`config.mk`:
```
export PLATFORM = sky130hd
export DESIGN_NAME = vga_tile_display
export DESIGN_NICKNAME = d
export VERILOG_FILES = /design/src/rtl/vga_tile_display.sv
export SDC_FILE = /design/constraint.sdc
export NUM_CORES = 1
export LEC_CHECK = 0
export ABC_AREA = 1
export CAP_MARGIN = 20
export CORE_AREA = 5 5 74 89
export DETAILED_ROUTE_END_ITERATION = 7
export DIE_AREA = 0 0 79 94
export DONT_BUFFER_PORTS = 1
export GPL_ROUTABILITY_DRIVEN = 0
export PLACE_DENSITY_LB_ADDON = 0.2
export RECOVER_POWER = 50
export SLEW_MARGIN = 20
export SYNTH_ARGS = -nofsm -noshare
export SYNTH_HDL_FRONTEND = slang
export SYNTH_SLANG_ARGS = --single-unit
```
`constraint.sdc`:
```
create_clock -name clk -period 2.8 [get_ports clk]
set_input_delay 0.56 -clock clk [delete_from_list [all_inputs] [get_ports clk]]
set_output_delay 0.56 -clock clk [all_outputs]
set_load 0.05 [all_outputs]
```
`src/rtl/vga_tile_display.sv`:
```
// Tile-mapped VGA driver: programmable timing and pixel divider, screen-memory then bitmap-memory fetch.
// RGB and syncs leave through a 3-tick pixel pipeline, so both stay aligned.
module vga_tile_display #(
    parameter int          H_ACTIVE  = 640,
    parameter int          H_FP      = 16,
    parameter int          H_SYNC    = 96,
    parameter int          H_BP      = 48,
    parameter int          V_ACTIVE  = 480,
    parameter int          V_FP      = 10,
    parameter int          V_SYNC    = 2,
    parameter int          V_BP      = 33,
    parameter logic        HSYNC_POL = 1'b0,
    parameter logic        VSYNC_POL = 1'b0,
    parameter int          PIX_DIV   = 2,
    parameter int          TILE_LOG2 = 4,
    parameter int          CHAR_W    = 3,
    parameter int          SCR_AW    = 11,
    parameter logic [7:0]  BG_COLOR  = 8'h00
) (
    input  logic                            clk,
    input  logic                            reset,
    input  logic                            display_en,
    input  logic [CHAR_W-1:0]               character,
    input  logic [7:0]                      colorValue,
    output logic [SCR_AW-1:0]               screenAddr,
    output logic [CHAR_W+2*TILE_LOG2-1:0]   bitmapAddr,
    output logic [2:0]                      red,
    output logic [2:0]                      green,
    output logic [1:0]                      blue,
    output logic                            hsync,
    output logic                            vsync,
    output logic                            frame_start,
    output logic [10:0]                     hcount,
    output logic [9:0]                      vcount
);

    localparam int H_TOTAL = H_ACTIVE + H_FP + H_SYNC + H_BP;
    localparam int V_TOTAL = V_ACTIVE + V_FP + V_SYNC + V_BP;
    localparam int COLS    = H_ACTIVE >> TILE_LOG2;
    localparam int DIV_W   = (PIX_DIV > 1) ? $clog2(PIX_DIV) : 1;

    logic [DIV_W-1:0]     div_cnt;
    logic [DIV_W-1:0]     div_nxt;
    logic                 pix_en;

    logic                 act0;
    logic                 hs0;
    logic                 vs0;
    logic [SCR_AW-1:0]    scr_addr0;

    logic [TILE_LOG2-1:0] xoff1;
    logic [TILE_LOG2-1:0] yoff1;
    logic                 act1, hs1, vs1;
    logic                 act2, hs2, vs2;

    // pix_en is registered so it is low in reset, even when PIX_DIV is 1.
    always_comb begin
        div_nxt = (div_cnt == DIV_W'(PIX_DIV - 1)) ? '0 : div_cnt + 1'b1;
    end

    always_ff @(posedge clk or posedge reset) begin
        if (reset) begin
            div_cnt <= '0;
            pix_en  <= 1'b0;
        end else begin
            div_cnt <= div_nxt;
            pix_en  <= (div_nxt == DIV_W'(PIX_DIV - 1));
        end
    end

    always_ff @(posedge clk or posedge reset) begin
        if (reset) begin
            hcount <= '0;
            vcount <= '0;
        end else if (pix_en) begin
            if (hcount == 11'(H_TOTAL - 1)) begin
                hcount <= '0;
                vcount <= (vcount == 10'(V_TOTAL - 1)) ? '0 : vcount + 1'b1;
            end else begin
                hcount <= hcount + 1'b1;
            end
        end
    end

    assign frame_start = pix_en && (hcount == '0) && (vcount == '0);

    always_comb begin
        act0 = (hcount < 11'(H_ACTIVE)) && (vcount < 10'(V_ACTIVE));
        hs0  = ((hcount >= 11'(H_ACTIVE + H_FP)) && (hcount < 11'(H_ACTIVE + H_FP + H_SYNC)))
               ? HSYNC_POL : ~HSYNC_POL;
        vs0  = ((vcount >= 10'(V_ACTIVE + V_FP)) && (vcount < 10'(V_ACTIVE + V_FP + V_SYNC)))
               ? VSYNC_POL : ~VSYNC_POL;
        // Arithmetic is done modulo 2**SCR_AW, matching the address truncation.
        scr_addr0 = SCR_AW'(vcount >> TILE_LOG2) * SCR_AW'(COLS) + SCR_AW'(hcount >> TILE_LOG2);
    end

    always_ff @(posedge clk or posedge reset) begin
        if (reset) begin
            screenAddr <= '0;
            xoff1      <= '0;
            yoff1      <= '0;
            act1       <= 1'b0;
            hs1        <= ~HSYNC_POL;
            vs1        <= ~VSYNC_POL;
            bitmapAddr <= '0;
            act2       <= 1'b0;
            hs2        <= ~HSYNC_POL;
            vs2        <= ~VSYNC_POL;
            red        <= '0;
            green      <= '0;
            blue       <= '0;
            hsync      <= ~HSYNC_POL;
            vsync      <= ~VSYNC_POL;
        end else if (pix_en) begin
            screenAddr <= scr_addr0;
            xoff1      <= hcount[TILE_LOG2-1:0];
            yoff1      <= vcount[TILE_LOG2-1:0];
            act1       <= act0;
            hs1        <= hs0;
            vs1        <= vs0;

            bitmapAddr <= {character, yoff1, xoff1};
            act2       <= act1;
            hs2        <= hs1;
            vs2        <= vs1;

            if (!act2)
                {red, green, blue} <= 8'h00;
            else if (display_en)
                {red, green, blue} <= colorValue;
            else
                {red, green, blue} <= BG_COLOR;
            hsync      <= hs2;
            vsync      <= vs2;
        end
    end

endmodule

```
==> impl_metrics.json, run 1 <==
{
  "drive_above_1_share_pct": 11.3,
  "required_ns": 2.24,
  "crit_start": "vcount[4]",
  "status": "finished, final reports clean",
  "cts.sinks": 68,
  "io_pins": 68,
  "track_usage_pct": 22.7,
  "drcViolationCount": 0,
  "maxSlewHeadroom_pct": 28.2,
  "antennaDiodeCount": 0,
  "muxShareOfSynthArea_pct": 0,
  "clock_latency_ns": 0.35,
  "path_class": "reg2out",
  "grt_pass1_vias": 2780,
  "seq_area_frac_synth_pct": 49.8,
  "fin_ws_ns": 0.303,
  "hold_viol_final": 0,
  "io_buffers": 0,
  "grt_antenna_before_repair": 0,
  "tns_ns": 0,
  "p_leak_uw": 0.00185,
  "netlist_area_sq_um": 3430,
  "initial_core_util_pct": 61.3,
  "rows": 30,
  "cp-start-kind": "flip-flop",
  "synth-adder-area-share_pct": 7.00,
  "timing.rr.end": "screenAddr[8]",
  "drv_slew": 0,
  "syn_to_final_growth_pct": 9.23,
  "overflow": 0,
  "power_density_nw_per_um2": 492,
  "vias": 2764,
  "r2r_cells": 10,
  "cp-endpoint": "frame_start",
  "synthDistinctLibCells": 33,
  "cts_root_buffer": "clkbuf_8",
  "ys_ff_latch": 68,
  "dr.pass1.iters": 4,
  "final_cell_mix": "nand2_1 (144), dfrtp_1 (62), o21ai_0 (34)",
  "core_area_sq_um": 5590,
  "cts_tree": "yes",
  "wire_per_inst_microns": 15.8,
  "endpoint_kind": "primary output",
  "post-route-period-util_pct": 89.2,
  "synth_top_family_by_area": "simple AND/OR/NAND/NOR gates",
  "die_area_sq_um": 7430,
  "gr-usage-met2_pct": 37.6,
  "r2r_slack_ns": 0.52,
  "path_clk_slew_ns": 0.08,
  "nets": 452,
  "vias_per_cell": 5.65,
  "clock.fmax_mhz": 400,
  "setup_violations": 0,
  "ir_drop_mv": 0.299,
  "worst_pin_slew_ns": 1.08,
  "mostFrequentLayoutCell": "nand2_1",
  "period_needed_ns": 2.50,
  "syn_nets": 439,
  "antenna_left": 0,
  "h-tree-depth": 3,
  "rsz0062_at_grt": "false",
  "drt_iter0_drc": 229,
  "maxCapViolations": 0,
  "worstPathArrival_ns": 1.94,
  "post_cts_buffers": 0,
  "timing.rr.start": "vcount[5]",
  "cts_buffers": 9,
  "use_met3_pct": 7.97,
  "synth_compound_area_share_pct": 7.88,
  "synthXorXnorAreaFrac_pct": 3.58,
  "critPathMaxFanout": 9,
  "place_hpwl_mm": 5.51,
  "cts_resized": 0,
  "pre_cts_slack_ns": 0.511,
  "final.setup_skew_ns": 0.0107,
  "grt_pass1_wl_mm": 13.3,
  "use_met1_pct": 27.6,
  "clockBufferDepth": 2,
  "fp.dieW_microns": 79,
  "synth_top_area_share_pct": 45.2,
  "die_h_microns": 94,
  "hold_buffers": 0,
  "grt_max_degree": 59,
  "yosys.area_share.simple_pct": 25.9,
  "top_usage_layer": "met2",
  "finalWirelength_mm": 7.71,
  "hp-class": "in2reg",
  "synthCells": 407,
  "synth_largest_area_cell": "dfrtp_1",
  "yosysWarnings": 0,
  "netlist_top_cells_area": "dfrtp_1 (45%), nand2_1 (16%), ha_1 (5.8%), o21ai_0 (5.0%), dfstp_2 (4.6%)",
  "avgSynthCellArea_sq_um": 8.43
}
-- final cells by class --
type,count,area (sq um)
Inverter,32,121
Clock buffer,10,128
Clock inverter,6,63.8
Sequential cell,68,1710
Tap cell,64,80.1
Multi-Input combinational cell,292,1520
Fill cell,466,1850
Timing Repair Buffer,17,123
-- report_power, final --
| group | total (uW) | switching, uW | leakage, uW | internal (uW) |
|---|---|---|---|---|
| clock | 789 | 378 | 0.0000927 | 411 |
| sequential | 1020 | 35.1 | 0.000861 | 990 |
| combinational | 27.8 | 23.5 | 0.000898 | 4.29 |
-- metrics by stage --
| stage | instance area (sq um) | util [%] | hold slack [ns] | cells | power [uW] |
|---|---|---|---|---|---|
| 6_report | 3750 | 67.0 | 0.339 | 489 | 1840 |
| 5_1_grt | 3750 | 67.0 | 0.333 | 489 | 1910 |
| 4_1_cts | 3760 | 67.3 | 0.187 | 489 | 1860 |
| 3_5_place_dp | 3570 | 63.9 | 0.457 | 473 | 1080 |
| 3_3_place_gp | 3570 | 63.9 | 0.457 | 473 | 1070 |
| 2_1_floorplan | 3430 | - | 0.442 | 407 | 1060 |
-- synth_stat cells --
| cell | count |
|---|---|
| clkbuf_1 | 7 |
| buf_2 | 2 |
| nor3b_1 | 1 |
| buf_6 | 1 |
| nor3_1 | 10 |
| inv_1 | 31 |
| buf_4 | 3 |
| o21ai_1 | 3 |
| xor2_1 | 10 |
| nand3_1 | 23 |
| o22a_1 | 1 |
| fa_1 | 2 |
| nor2_1 | 16 |
| nor3_2 | 1 |
| nand3b_1 | 1 |
| nor4_1 | 3 |
| ha_1 | 16 |
| o21bai_1 | 1 |
| a32o_1 | 1 |
| nand2_1 | 144 |
| dfstp_2 | 6 |
| clkinv_2 | 1 |
| buf_1 | 2 |
| nand3_2 | 1 |
| a31oi_1 | 2 |
| nand4_1 | 7 |
| dfrtp_1 | 62 |
| nand2_2 | 1 |
| o21ai_0 | 34 |
| or2_2 | 3 |
| o21ai_2 | 3 |
| a21oi_1 | 4 |
| xnor2_1 | 4 |
-- registers in the layout, indices dropped and copies added (netlist names) --
name / flops
bitmapAddr: 11
green: 3
screenAddr: 11
act1: 1
red: 3
vcount: 10
vsync: 1
vs2: 1
yoff1: 4
pix_en: 1
hcount: 11
hs1: 1
act2: 1
hsync: 1
hs2: 1
vs1: 1
blue: 2
xoff1: 4
-- cells by family after synthesis --
group                      after synthesis
and+or+nand+nor                        211
DFF                                     68
AOI/OAI and AO/OA                       49
buffers and inverters                   47
adders and majority gates               18
xor gates and xnor gates                14
-- worst min path at each step --
stage | endpoint | slack (ns) | startpoint | cells past startpoint
global placement | vs2 | 0.46 | vs2 | 2
finish | bitmapAddr[8] | 0.34 | character[0] | 2
detailed placement | bitmapAddr[5] | 0.46 | yoff1[1] | 2
floorplan | xoff1[0] | 0.44 | xoff1[0] | 2
CTS | screenAddr[6] | 0.19 | reset | 1
global route | bitmapAddr[8] | 0.33 | character[0] | 2
-- metal layers --
layer | routed length (microns) | vias up
li1 | - | 1345
met1 | 3160 | 1315
met2 | 3800 | 93
met3 | 627 | 11
met4 | 117 | 0
met5 | 0 | -
-- worst max-delay path, cell delays in order (launching register included) --
cell and delay [ns]:
dfrtp_1 0.40, buf_4 0.22, nor4_1 0.52, nand3_1 0.13, nor2_1 0.12, buf_4 0.20
No activity file was read; power rests on OpenSTA's default activity.
==> inputs of run 2 (changes only) <==
--- a/config.mk
+++ b/config.mk
@@ -7,9 +7,10 @@
 export LEC_CHECK = 0
 export ABC_AREA = 1
 export CAP_MARGIN = 20
-export CORE_AREA = 5 5 74 89
+export CORE_AREA = 5 5 76 91
+export CTS_CLUSTER_DIAMETER = 30
 export DETAILED_ROUTE_END_ITERATION = 7
-export DIE_AREA = 0 0 79 94
+export DIE_AREA = 0 0 81 96
 export DONT_BUFFER_PORTS = 1
 export GPL_ROUTABILITY_DRIVEN = 0
 export PLACE_DENSITY_LB_ADDON = 0.2
==> run 2 against run 1 <==
Clock skew increased by 0.0011 ns. Largest cell class unchanged. Critical endpoint unchanged. Total power is 6.0% higher. Global-route usage fell by 0.95 points. Flip-flop and latch count is the same.
==> impl_metrics.json, run 2 (synthesized netlist as in run 1, its figures left out) <==
{
  "status": "finished, final reports clean",
  "path_class": "reg2out",
  "rows": 31,
  "cp_slowest_stage_delay_ns": 0.51,
  "hold_buffers": 0,
  "cts.sinks": 68,
  "required_ns": 2.24,
  "drive_above_1_share_pct": 11.7,
  "grt_pass1_vias": 2672,
  "endpoint_kind": "primary output",
  "h-tree-depth": 3,
  "worst-path-buf-inv": 2,
  "cts_root_buffer": "clkbuf_8",
  "design_area_sq_um": 3810,
  "cp-start-kind": "flip-flop",
  "hp-class": "in2reg",
  "drcViolationCount": 0,
  "worstPathArrival_ns": 1.93,
  "critPathMaxFanout": 9,
  "cts_resized": 0,
  "place_hpwl_mm": 5.53,
  "p_leak_uw": 0.00187,
  "final.setup_skew_ns": 0.0118,
  "syn_to_final_growth_pct": 11.0,
  "tns_ns": 0,
  "wire_per_inst_microns": 15.1,
  "cp_slowest_cell": "nor4_1",
  "grt_antenna_before_repair": 0,
  "vias_per_cell": 5.39,
  "maxCapViolations": 0,
  "clock.fmax_mhz": 402,
  "clockBufferDepth": 2,
  "die_h_microns": 96,
  "post_cts_buffers": 0,
  "power_density_nw_per_um2": 513,
  "reg_top3": "bitmapAddr: 11 flops, hcount: 11 flops, screenAddr: 11 flops",
  "worst_pin_slew_ns": 1.29,
  "pre_cts_slack_ns": 0.524,
  "rsz0062_at_grt": "false",
  "crit_chain": "buf_4 > nor4_1 > nand3_1 > nor2_1 > buf_4",
  "finalWirelength_mm": 7.68,
  "fp.dieW_microns": 81,
  "cpLargestDelayFamily": "simple AND/OR/NAND/NOR gates",
  "drv_slew": 0,
  "maxSlewHeadroom_pct": 13.7,
  "die_area_sq_um": 7780,
  "track_usage_pct": 21.8,
  "cts_tree": "yes",
  "grt_max_degree": 59,
  "path_clk_slew_ns": 0.08,
  "setup_violations": 0,
  "final_core_util_pct": 63.7,
  "vias": 2736,
  "fin_ws_ns": 0.314,
  "antenna_left": 0,
  "post-route-period-util_pct": 88.8,
  "final_cell_mix": "nand2_1 (144), dfrtp_1 (62), o21ai_0 (34)",
  "initial_core_util_pct": 57.4,
  "hold_viol_final": 0,
  "grt_pass1_wl_mm": 13.0,
  "dr.pass1.iters": 5,
  "dpl_cell_area_sq_um": 3600,
  "drt_iter0_drc": 226,
  "antennaDiodeCount": 0,
  "overflow": 0,
  "ir_drop_mv": 0.293,
  "cpMostUsedCell": "buf_4",
  "period_needed_ns": 2.49,
  "clock_latency_ns": 0.34,
  "cts_buffers": 9,
  "core_area_sq_um": 5970,
  "nets": 453,
  "io_pins": 68,
  "io_buffers": 0,
  "mostFrequentLayoutCell": "nand2_1"
}
run 2: changes by cell type in the layout (fill, tap and decap cells not counted):
cell        delta
buf_4          +1
clkbuf_1       -1
clkinv_2       -1
clkinvlp_4     -1
clkinv_4       +2
bufinv_16      +1
run 2: path summary, 6_finish.rpt:
kind / cells past startpoint / from / slack (ns) / endpoint
setup / recovery: 5 / vcount[4] / 0.31 / frame_start
hold / removal: 2 / character[2] / 0.34 / bitmapAddr[10]
setup reg to reg: 10 / vcount[6] / 0.50 / screenAddr[8]
hold reg to reg: 2 / hs2 / 0.47 / hsync
max in group asynchronous: 2 / reset / 0.86 / screenAddr[6]
min in group asynchronous: 1 / reset / 0.47 / green[0]
run 2: per-layer routing:
layer / routed length [microns] / track usage [%] / vias to the layer above
li1: - / - / 1344
met1: 3260 / 27.8 / 1300
met2: 3720 / 34.7 / 86
met3: 638 / 6.65 / 6
met4: 70 / 8.59 / 0
met5: 0 / 0 / -
run 2: worst reg2reg max path, stage by stage (launching register included):
cell	delay [ns]
dfrtp_1	0.47
ha_1	0.23
ha_1	0.22
fa_1	0.51
nand2_1	0.11
inv_1	0.04
nand2_1	0.05
nand3_1	0.12
or2_2	0.30
nand3_1	0.07
nand2_1	0.06
run 2: metrics by stage:
step / instances / hold WS, ns / power [uW]
finish: 508 / 0.336 / 1950
global route: 508 / 0.340 / 2030
CTS: 508 / 0.235 / 1970
detailed placement: 492 / 0.461 / 1080
global placement: 492 / 0.455 / 1070
floorplan: 407 / 0.442 / 1060
run 2: area by class of cell:
class | instances | area [sq um]
flip-flops and latches | 68 | 1710
multi-input cells | 292 | 1520
inverters | 32 | 121
fillers | 521 | 2170
clock inverters | 7 | 98.8
clock buffers | 9 | 124
well taps | 82 | 103
repair buffers | 18 | 130
run 2: where the power goes:
| part | total [uW] | switching [uW] | internal, uW |
|---|---|---|---|
| registers | 1020 | 34.7 | 989 |
| logic | 27.5 | 23.2 | 4.30 |
| clock network | 901 | 396 | 506 |
